==> src/rtl/tour_pkg.sv <==
// Shared constants and types for the knight's-tour sequencer and TourCmd.
package tour_pkg;

    // Opcode in cmd[15:12] that requests a tour
    localparam logic [3:0] OP_TOUR        = 4'h4;

    // 24 moves, each issued as a Y half-move followed by an X half-move
    localparam logic [5:0] LAST_HALF_MOVE = 6'd47;

    // Largest legal start coordinate on the 5x5 board
    localparam logic [2:0] BOARD_MAX      = 3'd4;

    // TourCmd move indexing
    localparam int unsigned NUM_MOVES     = 24;
    localparam int unsigned MOVE_IDX_W    = 5;
    localparam logic [4:0]  LAST_MOVE_IDX = 5'd23;

    typedef enum logic [2:0] {
        IDLE,
        LAUNCH,
        SOLVE,
        HANDOFF,
        TOURING
    } tour_state_t;

    // True when both coordinates fall on the board
    function automatic logic on_board(input logic [2:0] x, input logic [2:0] y);
        return (x <= BOARD_MAX) && (y <= BOARD_MAX);
    endfunction

endpackage

==> src/rtl/tour_wdog.sv <==
// Solve watchdog: free-running counter with synchronous clear and enable,
// flagging when it reaches all-ones.
module tour_wdog #(
    parameter int W = 26
) (
    input  logic clk,
    input  logic rst_n,
    input  logic clr,
    input  logic en,
    output logic expired
);

    logic [W-1:0] cnt_q;
    logic [W-1:0] cnt_d;

    // Next count: clear has priority over counting
    always_comb begin
        cnt_d = cnt_q;
        if (clr)
            cnt_d = '0;
        else if (en)
            cnt_d = cnt_q + 1'b1;
    end

    // Count register
    always_ff @(posedge clk or negedge rst_n) begin
        if (!rst_n)
            cnt_q <= '0;
        else
            cnt_q <= cnt_d;
    end

    assign expired = &cnt_q;

endmodule

==> src/rtl/tour_ctrl.sv <==
// Knight's-tour sequencer: intercepts tour commands from the UART wrapper,
// launches TourLogic, waits for a solution, hands off to TourCmd and counts
// the 48 half-move acknowledgements to completion.
// Build option: define TOUR_TIMEOUT_EN to include the SOLVE watchdog
// (tour_wdog); without it SOLVE waits on tour_done indefinitely.
module tour_ctrl
    import tour_pkg::*;
#(
    parameter int TIMEOUT_W = 26
) (
    input  logic        clk,
    input  logic        rst_n,
    input  logic [15:0] cmd_UART,
    input  logic        cmd_rdy_UART,
    output logic        cmd_rdy_fwd,
    output logic        clr_tour_cmd,
    output logic        tour_go,
    output logic [2:0]  x_start,
    output logic [2:0]  y_start,
    input  logic        tour_done,
    output logic        start_tour,
    input  logic        send_resp,
    output logic        tour_busy,
    output logic        tour_cmplt,
    output logic        tour_err
);

    tour_state_t state_q, state_d;
    logic [2:0]  x_q, x_d;
    logic [2:0]  y_q, y_d;
    logic        busy_q, busy_d;
    logic        err_q, err_d;
    logic        go_q, go_d;
    logic        start_q, start_d;
    logic [5:0]  hm_cnt_q, hm_cnt_d;

    logic        is_tour_op;
    logic        tour_req;
    logic [2:0]  req_x;
    logic [2:0]  req_y;
    logic        wd_expired;
    logic        unused_cmd_bits;

    assign is_tour_op = (cmd_UART[15:12] == OP_TOUR);
    assign tour_req   = cmd_rdy_UART & is_tour_op;
    assign req_x      = cmd_UART[6:4];
    assign req_y      = cmd_UART[2:0];

    // Remaining command fields belong to cmd_proc, not to this block
    assign unused_cmd_bits = ^{cmd_UART[11:7], cmd_UART[3]};

    // Tour commands never reach TourCmd; every other command passes through
    assign cmd_rdy_fwd  = cmd_rdy_UART & ~is_tour_op;
    // Any tour command is consumed at the wrapper, accepted or not
    assign clr_tour_cmd = tour_req;

`ifdef TOUR_TIMEOUT_EN
    logic wd_clr;
    logic wd_en;

    assign wd_clr = (state_q == LAUNCH);
    assign wd_en  = (state_q == SOLVE);

    tour_wdog #(
        .W (TIMEOUT_W)
    ) u_wdog (
        .clk     (clk),
        .rst_n   (rst_n),
        .clr     (wd_clr),
        .en      (wd_en),
        .expired (wd_expired)
    );
`else
    // No watchdog: SOLVE never times out and the width has no consumer
    localparam int unused_timeout_w = TIMEOUT_W;
    assign wd_expired = 1'b0;
`endif

    // Next-state, registered-output and completion decode
    always_comb begin
        state_d    = state_q;
        x_d        = x_q;
        y_d        = y_q;
        busy_d     = busy_q;
        err_d      = err_q;
        go_d       = 1'b0;
        start_d    = 1'b0;
        hm_cnt_d   = hm_cnt_q;
        tour_cmplt = 1'b0;

        case (state_q)
            IDLE: begin
                if (tour_req) begin
                    x_d = req_x;
                    y_d = req_y;
                    if (!on_board(req_x, req_y)) begin
                        err_d = 1'b1;
                    end else begin
                        err_d   = 1'b0;
                        busy_d  = 1'b1;
                        go_d    = 1'b1;
                        state_d = LAUNCH;
                    end
                end
            end
            LAUNCH: begin
                state_d = SOLVE;
            end
            SOLVE: begin
                // A solution arriving on the timeout cycle still counts
                if (tour_done) begin
                    start_d = 1'b1;
                    state_d = HANDOFF;
                end else if (wd_expired) begin
                    err_d   = 1'b1;
                    busy_d  = 1'b0;
                    state_d = IDLE;
                end
            end
            HANDOFF: begin
                hm_cnt_d = '0;
                state_d  = TOURING;
            end
            TOURING: begin
                if (send_resp) begin
                    if (hm_cnt_q == LAST_HALF_MOVE) begin
                        tour_cmplt = 1'b1;
                        busy_d     = 1'b0;
                        state_d    = IDLE;
                    end else begin
                        hm_cnt_d = hm_cnt_q + 6'd1;
                    end
                end
            end
            default: begin
                state_d = IDLE;
            end
        endcase

        // A tour request while busy is dropped but flagged
        if (tour_req && (state_q != IDLE))
            err_d = 1'b1;
    end

    // State and registered outputs
    always_ff @(posedge clk or negedge rst_n) begin
        if (!rst_n) begin
            state_q  <= IDLE;
            x_q      <= '0;
            y_q      <= '0;
            busy_q   <= 1'b0;
            err_q    <= 1'b0;
            go_q     <= 1'b0;
            start_q  <= 1'b0;
            hm_cnt_q <= '0;
        end else begin
            state_q  <= state_d;
            x_q      <= x_d;
            y_q      <= y_d;
            busy_q   <= busy_d;
            err_q    <= err_d;
            go_q     <= go_d;
            start_q  <= start_d;
            hm_cnt_q <= hm_cnt_d;
        end
    end

    assign tour_go    = go_q;
    assign start_tour = start_q;
    assign x_start    = x_q;
    assign y_start    = y_q;
    assign tour_busy  = busy_q;
    assign tour_err   = err_q;

endmodule

==> config.mk <==
export PLATFORM = sky130hd
export DESIGN_NAME = tour_ctrl
export DESIGN_NICKNAME = d
export VERILOG_FILES = /design/src/rtl/tour_pkg.sv /design/src/rtl/tour_wdog.sv /design/src/rtl/tour_ctrl.sv
export SDC_FILE = /design/constraint.sdc
export NUM_CORES = 1
export LEC_CHECK = 0
export BUFFER_PORTS_ARGS = -buffer_cell sky130_fd_sc_hd__buf_2
export CORE_AREA = 10 10 59 61
export CTS_BUF_LIST = sky130_fd_sc_hd__clkbuf_8 sky130_fd_sc_hd__clkbuf_16
export DETAILED_ROUTE_END_ITERATION = 10
export DIE_AREA = 0 0 69 71
export PLACE_DENSITY_LB_ADDON = 0.12
export SLEW_MARGIN = 20
export SYNTH_ARGS = -nofsm -noshare
export SYNTH_HDL_FRONTEND = slang
export SYNTH_HIERARCHICAL = 1
export SYNTH_SLANG_ARGS = --single-unit
==> constraint.sdc <==
create_clock -name clk -period 1.7 [get_ports clk]
set_input_delay 0.085 -clock clk [delete_from_list [all_inputs] [get_ports clk]]
set_output_delay 0.085 -clock clk [all_outputs]
set_load 0.005 [all_outputs]
; ---- After elaboration in Yosys (flattened, before gate mapping)
; Index checks and enable logic that the tools add are counted.
[totals]
regBits = 19
inputBits = 21
out_inout_bits = 13
[op_classes]
add_sub_neg = 1
magnitude_cmp = 2
eq_ne = 12
muxes = 26
bitwise = 3
reduce_logical = 13
[ops]
columns = op, count
row1 = two-way mux 1 bit, 16
row2 = two-way mux 3 bit, 5
row3 = case mux 3 bit (5 select lines), 1
row4 = two-way mux 6 bit, 2
row5 = "!= test 2 bit, second input constant", 6
row6 = case mux 6 bit (2 select lines), 1
row7 = AND reduction 5 bit, 2
row8 = nonzero test 2 bit, 4
row9 = "adder 6 x 1 -> 6 bit, second input constant", 1
row10 = "equality test 3 x 2 -> 1 bit, second input constant", 2
row11 = "equality test 6 bit, second input constant", 1
row12 = "<= comparator 3 bit, second input constant", 2
row13 = "equality test 4 x 3 -> 1 bit, second input constant", 1
row14 = AND reduction 2 bit, 2
row15 = "equality test 3 x 1 -> 1 bit, second input constant", 1
row16 = "equality test 3 bit, second input constant", 1
row17 = zero test 3 bit, 1
row18 = AND reduction 3 bit, 1
row19 = nonzero test 3 bit, 1
row20 = bitwise AND 1 bit, 2
row21 = logical AND 1 bit, 2
row22 = case mux 1 bit (2 select lines), 1
row23 = inverter 1 bit, 1

; ---- Logic depth before layout (Yosys ltp)
[depth]
depth_word = 6
depth_mapped = 5

; ---- Worst setup path before layout
; No wires, ideal clock.
[synth_timing]
path_kind = flip-flop to flip-flop
start = register hm_cnt_q[0]
end = register hm_cnt_q[3]
t_arrival_ns = 1.378
t_required_ns = 1.621
setup_slack_ns = 0.242
path_stages_with_launch = 6
synth_period_minus_slack_ns = 1.458
cell_sequence = dfrtp_1 > ha_1 > and4b_1 > clkbuf_1 > a211oi_1 > mux2i_1
[synth_via]
elab_chain_cells = 4
elab_cells_between_ends = 7
[synth_rtl]
columns = element, line
row1 = start: declaration, tour_ctrl.sv:35  ; logic [5:0] hm_cnt_q, hm_cnt_d;
row2 = start signal: assignment, tour_ctrl.sv:164  ; hm_cnt_q <= hm_cnt_d;
row3 = adder 6 x 1 -> 6 bit, tour_ctrl.sv:131  ; hm_cnt_d = hm_cnt_q + 6'd1;
row4 = two-way mux 6 bit, tour_ctrl.sv:126  ; if (hm_cnt_q == LAST_HALF_MOVE) begin
row5 = two-way mux 6 bit, tour_ctrl.sv:125  ; if (send_resp) begin
row6 = case mux 6 bit (2 select lines), tour_ctrl.sv:91  ; case (state_q)
; Several ways; a longest one is shown, not always the timed one. The select of a mux whose other input is x is not followed.
; A chain may end at the register's enable or synchronous reset.

; ---- Final worst setup path
[layout_timing]
start = register hm_cnt_q[0]
end = output port tour_cmplt
[layout_via]
elab_chain_cells = 4
[layout_rtl]
columns = element, line
row1 = equality test 6 bit, tour_ctrl.sv:126
row2 = two-way mux 1 bit, tour_ctrl.sv:126
row3 = two-way mux 1 bit, tour_ctrl.sv:125
row4 = two-way mux 1 bit, tour_ctrl.sv:91
row5 = end: declaration, tour_ctrl.sv:24  ; output logic tour_cmplt,
; No other way between the ends.

==> impl_metrics.py <==
metrics = {
    "floorplan": {
        "die_area_um2": 4900,
        "core_area_um2": 2390,
        "ios": 34,
        "placementRows": 18,
        "initial_core_util": 0.417,
        "die_x_um": 69,
        "die_y_um": 71,
    },
    "synthesis": {
        "synthesis.nets": 108,
        "ys_ff_latch": 19,
        "synth_area_per_cell_um2": 11.6,
        "synth-edff-count": 0,
        "synth_ff_type": "dfrtp_1",
        "synthArstFlopShare": 1.00,
        "synthesis.area_um2": 996,
        "syn_inst": 86,
        "synth_area_leader_cell": "dfrtp_1",
        "synth_most_common_cell": "dfrtp_1",
        "synth_seq_area_share": 0.477,
        "synth.top_cells.by_count": "dfrtp_1, nand2_1, mux2_2",
        "synth_area_leaders": "dfrtp_1, mux2_2, mux2i_1",
        "synth_warnings": 6,
        "synth_top_area_frac": 0.477,
        "synth_cell_types": 39,
    },
    "pwr": {
        "vdd_ir_drop_max_uv": 616,
        "p_total_mw": 1.35,
        "powerDensity_nw_per_um2": 1150,
        "p_leak_nw": 0.604,
    },
    "global_routing": {
        "grt_pass1_wl_um": 3640,
        "gr-usage-met3": 0.0307,
        "grtUsageMet2": 0.143,
        "grt_use_total": 0.0884,
        "overflow": 0,
        "top_usage_layer": "met2",
        "grt_max_degree": 20,
        "grt_pass1_vias": 788,
        "grt_antenna_before_repair": 0,
        "met1_usage": 0.100,
    },
    "place": {
        "io_buffers": 27,
        "dp_hpwl_um": 1620,
        "gp_congestion": 0.715,
    },
    "critical_path": {
        "crit_path_end_kind": "output pin",
        "reg2reg_setup_slack_ps": 160,
        "worst-setup-path-type": "reg -> out",
        "cp.required_ps": 1620,
        "critPathLaunchType": "register",
        "crit_arrival_ps": 1470,
        "cp_max_fo": 6,
    },
    "timing": {
        "whs_ps": 68.2,
        "setup_viol": 0,
        "timing.final.crit_share": 0.917,
        "tns_ps": 0,
        "slew_violations": 0,
        "rsz0062_at_grt": "false",
        "skew_ps": 4.44,
        "fmax_mhz": 641,
        "slew_headroom": 0.717,
        "min_period_ps": 1560,
        "tightest_slew_ps": 425,
        "hold_viol": 0,
    },
    "outcome": {
        "status": "completed",
    },
    "clocking": {
        "post_cts_buffers": 0,
        "clock_sinks": 19,
        "worst_skew_pair.late_latency_ps": 260,
        "clk_pin_slew_ps": 70,
        "cts_tree": "built",
        "cts.path.max_buffers": 2,
        "cts_root_buffer": "clkbuf_8",
        "cts_buffers": 3,
        "htreeDepth": 1,
    },
    "routing": {
        "vias": 733,
        "drt_wl_total_um": 2100,
        "ant_nets": 0,
        "drc": 0,
        "dr.pass1.iters": 4,
        "drtIter0Drc": 57,
        "avgRoutedWirePerCell_um": 14.6,
        "routed_via_density": 5.09,
    },
    "final_layout": {
        "antenna_cells": 0,
        "area_delta_synth_final_pct": 18.6,
        "finalNetCount": 137,
        "drive_above_1_share": 0.395,
    },
    "min_path": {
        "min_path_type": "in -> reg",
    },
    "run": {
        "cap_violations": 0,
    },
}
[cells by family (layout without fill, tap and decap cells)]
kind of cell             after synthesis  in the layout  share of synthesized area
multiplexers                           9              9                     0.0980
buffers and inverters                  7             35                     0.0603
adder cells (fa/ha/maj)                1              1                     0.0126
flip-flops                            19             19                      0.477
XOR/XNOR                               1              1                    0.00880
AND/OR/NAND/NOR                       35             35                      0.249
AO/OA/AOI/OAI                         14             14                     0.0942
[report_power, final]
part	switching, mW	internal (mW)
sequential	0.104	0.550
combinational	0.184	0.205
clock	0.150	0.163
[worst paths after layout]
check                                           to  cells past startpoint                    start
setup / recovery                        tour_cmplt                      5  hm_cnt_q[0]$_DFFE_PN0P_
hold reg to reg             x_start[1]$_DFFE_PN0P_                      1   x_start[1]$_DFFE_PN0P_
hold / removal              y_start[2]$_DFFE_PN0P_                      2              cmd_UART[2]
min in group asynchronous   y_start[1]$_DFFE_PN0P_                      2                    rst_n
max in group asynchronous  hm_cnt_q[1]$_DFFE_PN0P_                      2                    rst_n
setup reg to reg            x_start[0]$_DFFE_PN0P_                      3   state_q[0]$_DFFE_PN0P_
[worst max-delay path: stages (launching register included)]
cell,delay [ps]
dfrtp_1,390
ha_1,220
and4b_2,300
nand3_1,120
inv_1,70
buf_2,110
[sequential cells by signal, indices dropped and copies added (netlist names)]
signal / count
hm_cnt_q: 6
tour_err: 1
y_start: 3
state_q: 3
tour_go: 1
x_start: 3
start_tour: 1
tour_busy: 1
[cell type report]
cell class	count	area, um2
clock buffers	3	41.3
well taps	30	37.5
fillers	239	1210
inverters	2	7.51
flip-flops and latches	19	475
repair buffers	29	153
clock inverters	1	5.00
multi-input cells	60	462
[routing by layer]
| metal | part of all wire | up-vias | wire length (um) |
|---|---|---|---|
| met5 | 0 | - | 0 |
| met4 | 0.013 | 0 | 27 |
| met3 | 0.065 | 4 | 137 |
| met2 | 0.46 | 21 | 972 |
| met1 | 0.46 | 336 | 963 |
| li1 | - | 372 | - |
[cells in the final DEF (no fill, tap or decap), types with 2 or more instances in the layout]
cell / instances
buf_2: 27
and4bb_2: 2
nand3_1: 5
dfrtp_1: 19
clkbuf_8: 3
and3_1: 2
a21oi_1: 2
nand2_1: 8
mux2_2: 6
o21ai_0: 3
and2_1: 2
nor3_1: 3
nor2_1: 2
mux2i_1: 3
inv_1: 2
[per-stage QoR]
step,utilization,instance area (um2),setup WS (ps),instances
finish,0.495,1180,141,144
global route,0.495,1180,0.167,144
CTS,0.494,1180,95.8,144
detailed placement,0.471,1120,162,139
global placement,0.471,1120,134,139
floorplan,-,996,242,86
[repair_timing]
action / CTS / global route
hold buffers: 1 / 0
endpoints found under the setup margin: 0 / 1
gates resized for setup: 0 / 1
endpoints found under the hold margin: 19 / 0
No activity file was read; power rests on OpenSTA's default activity.
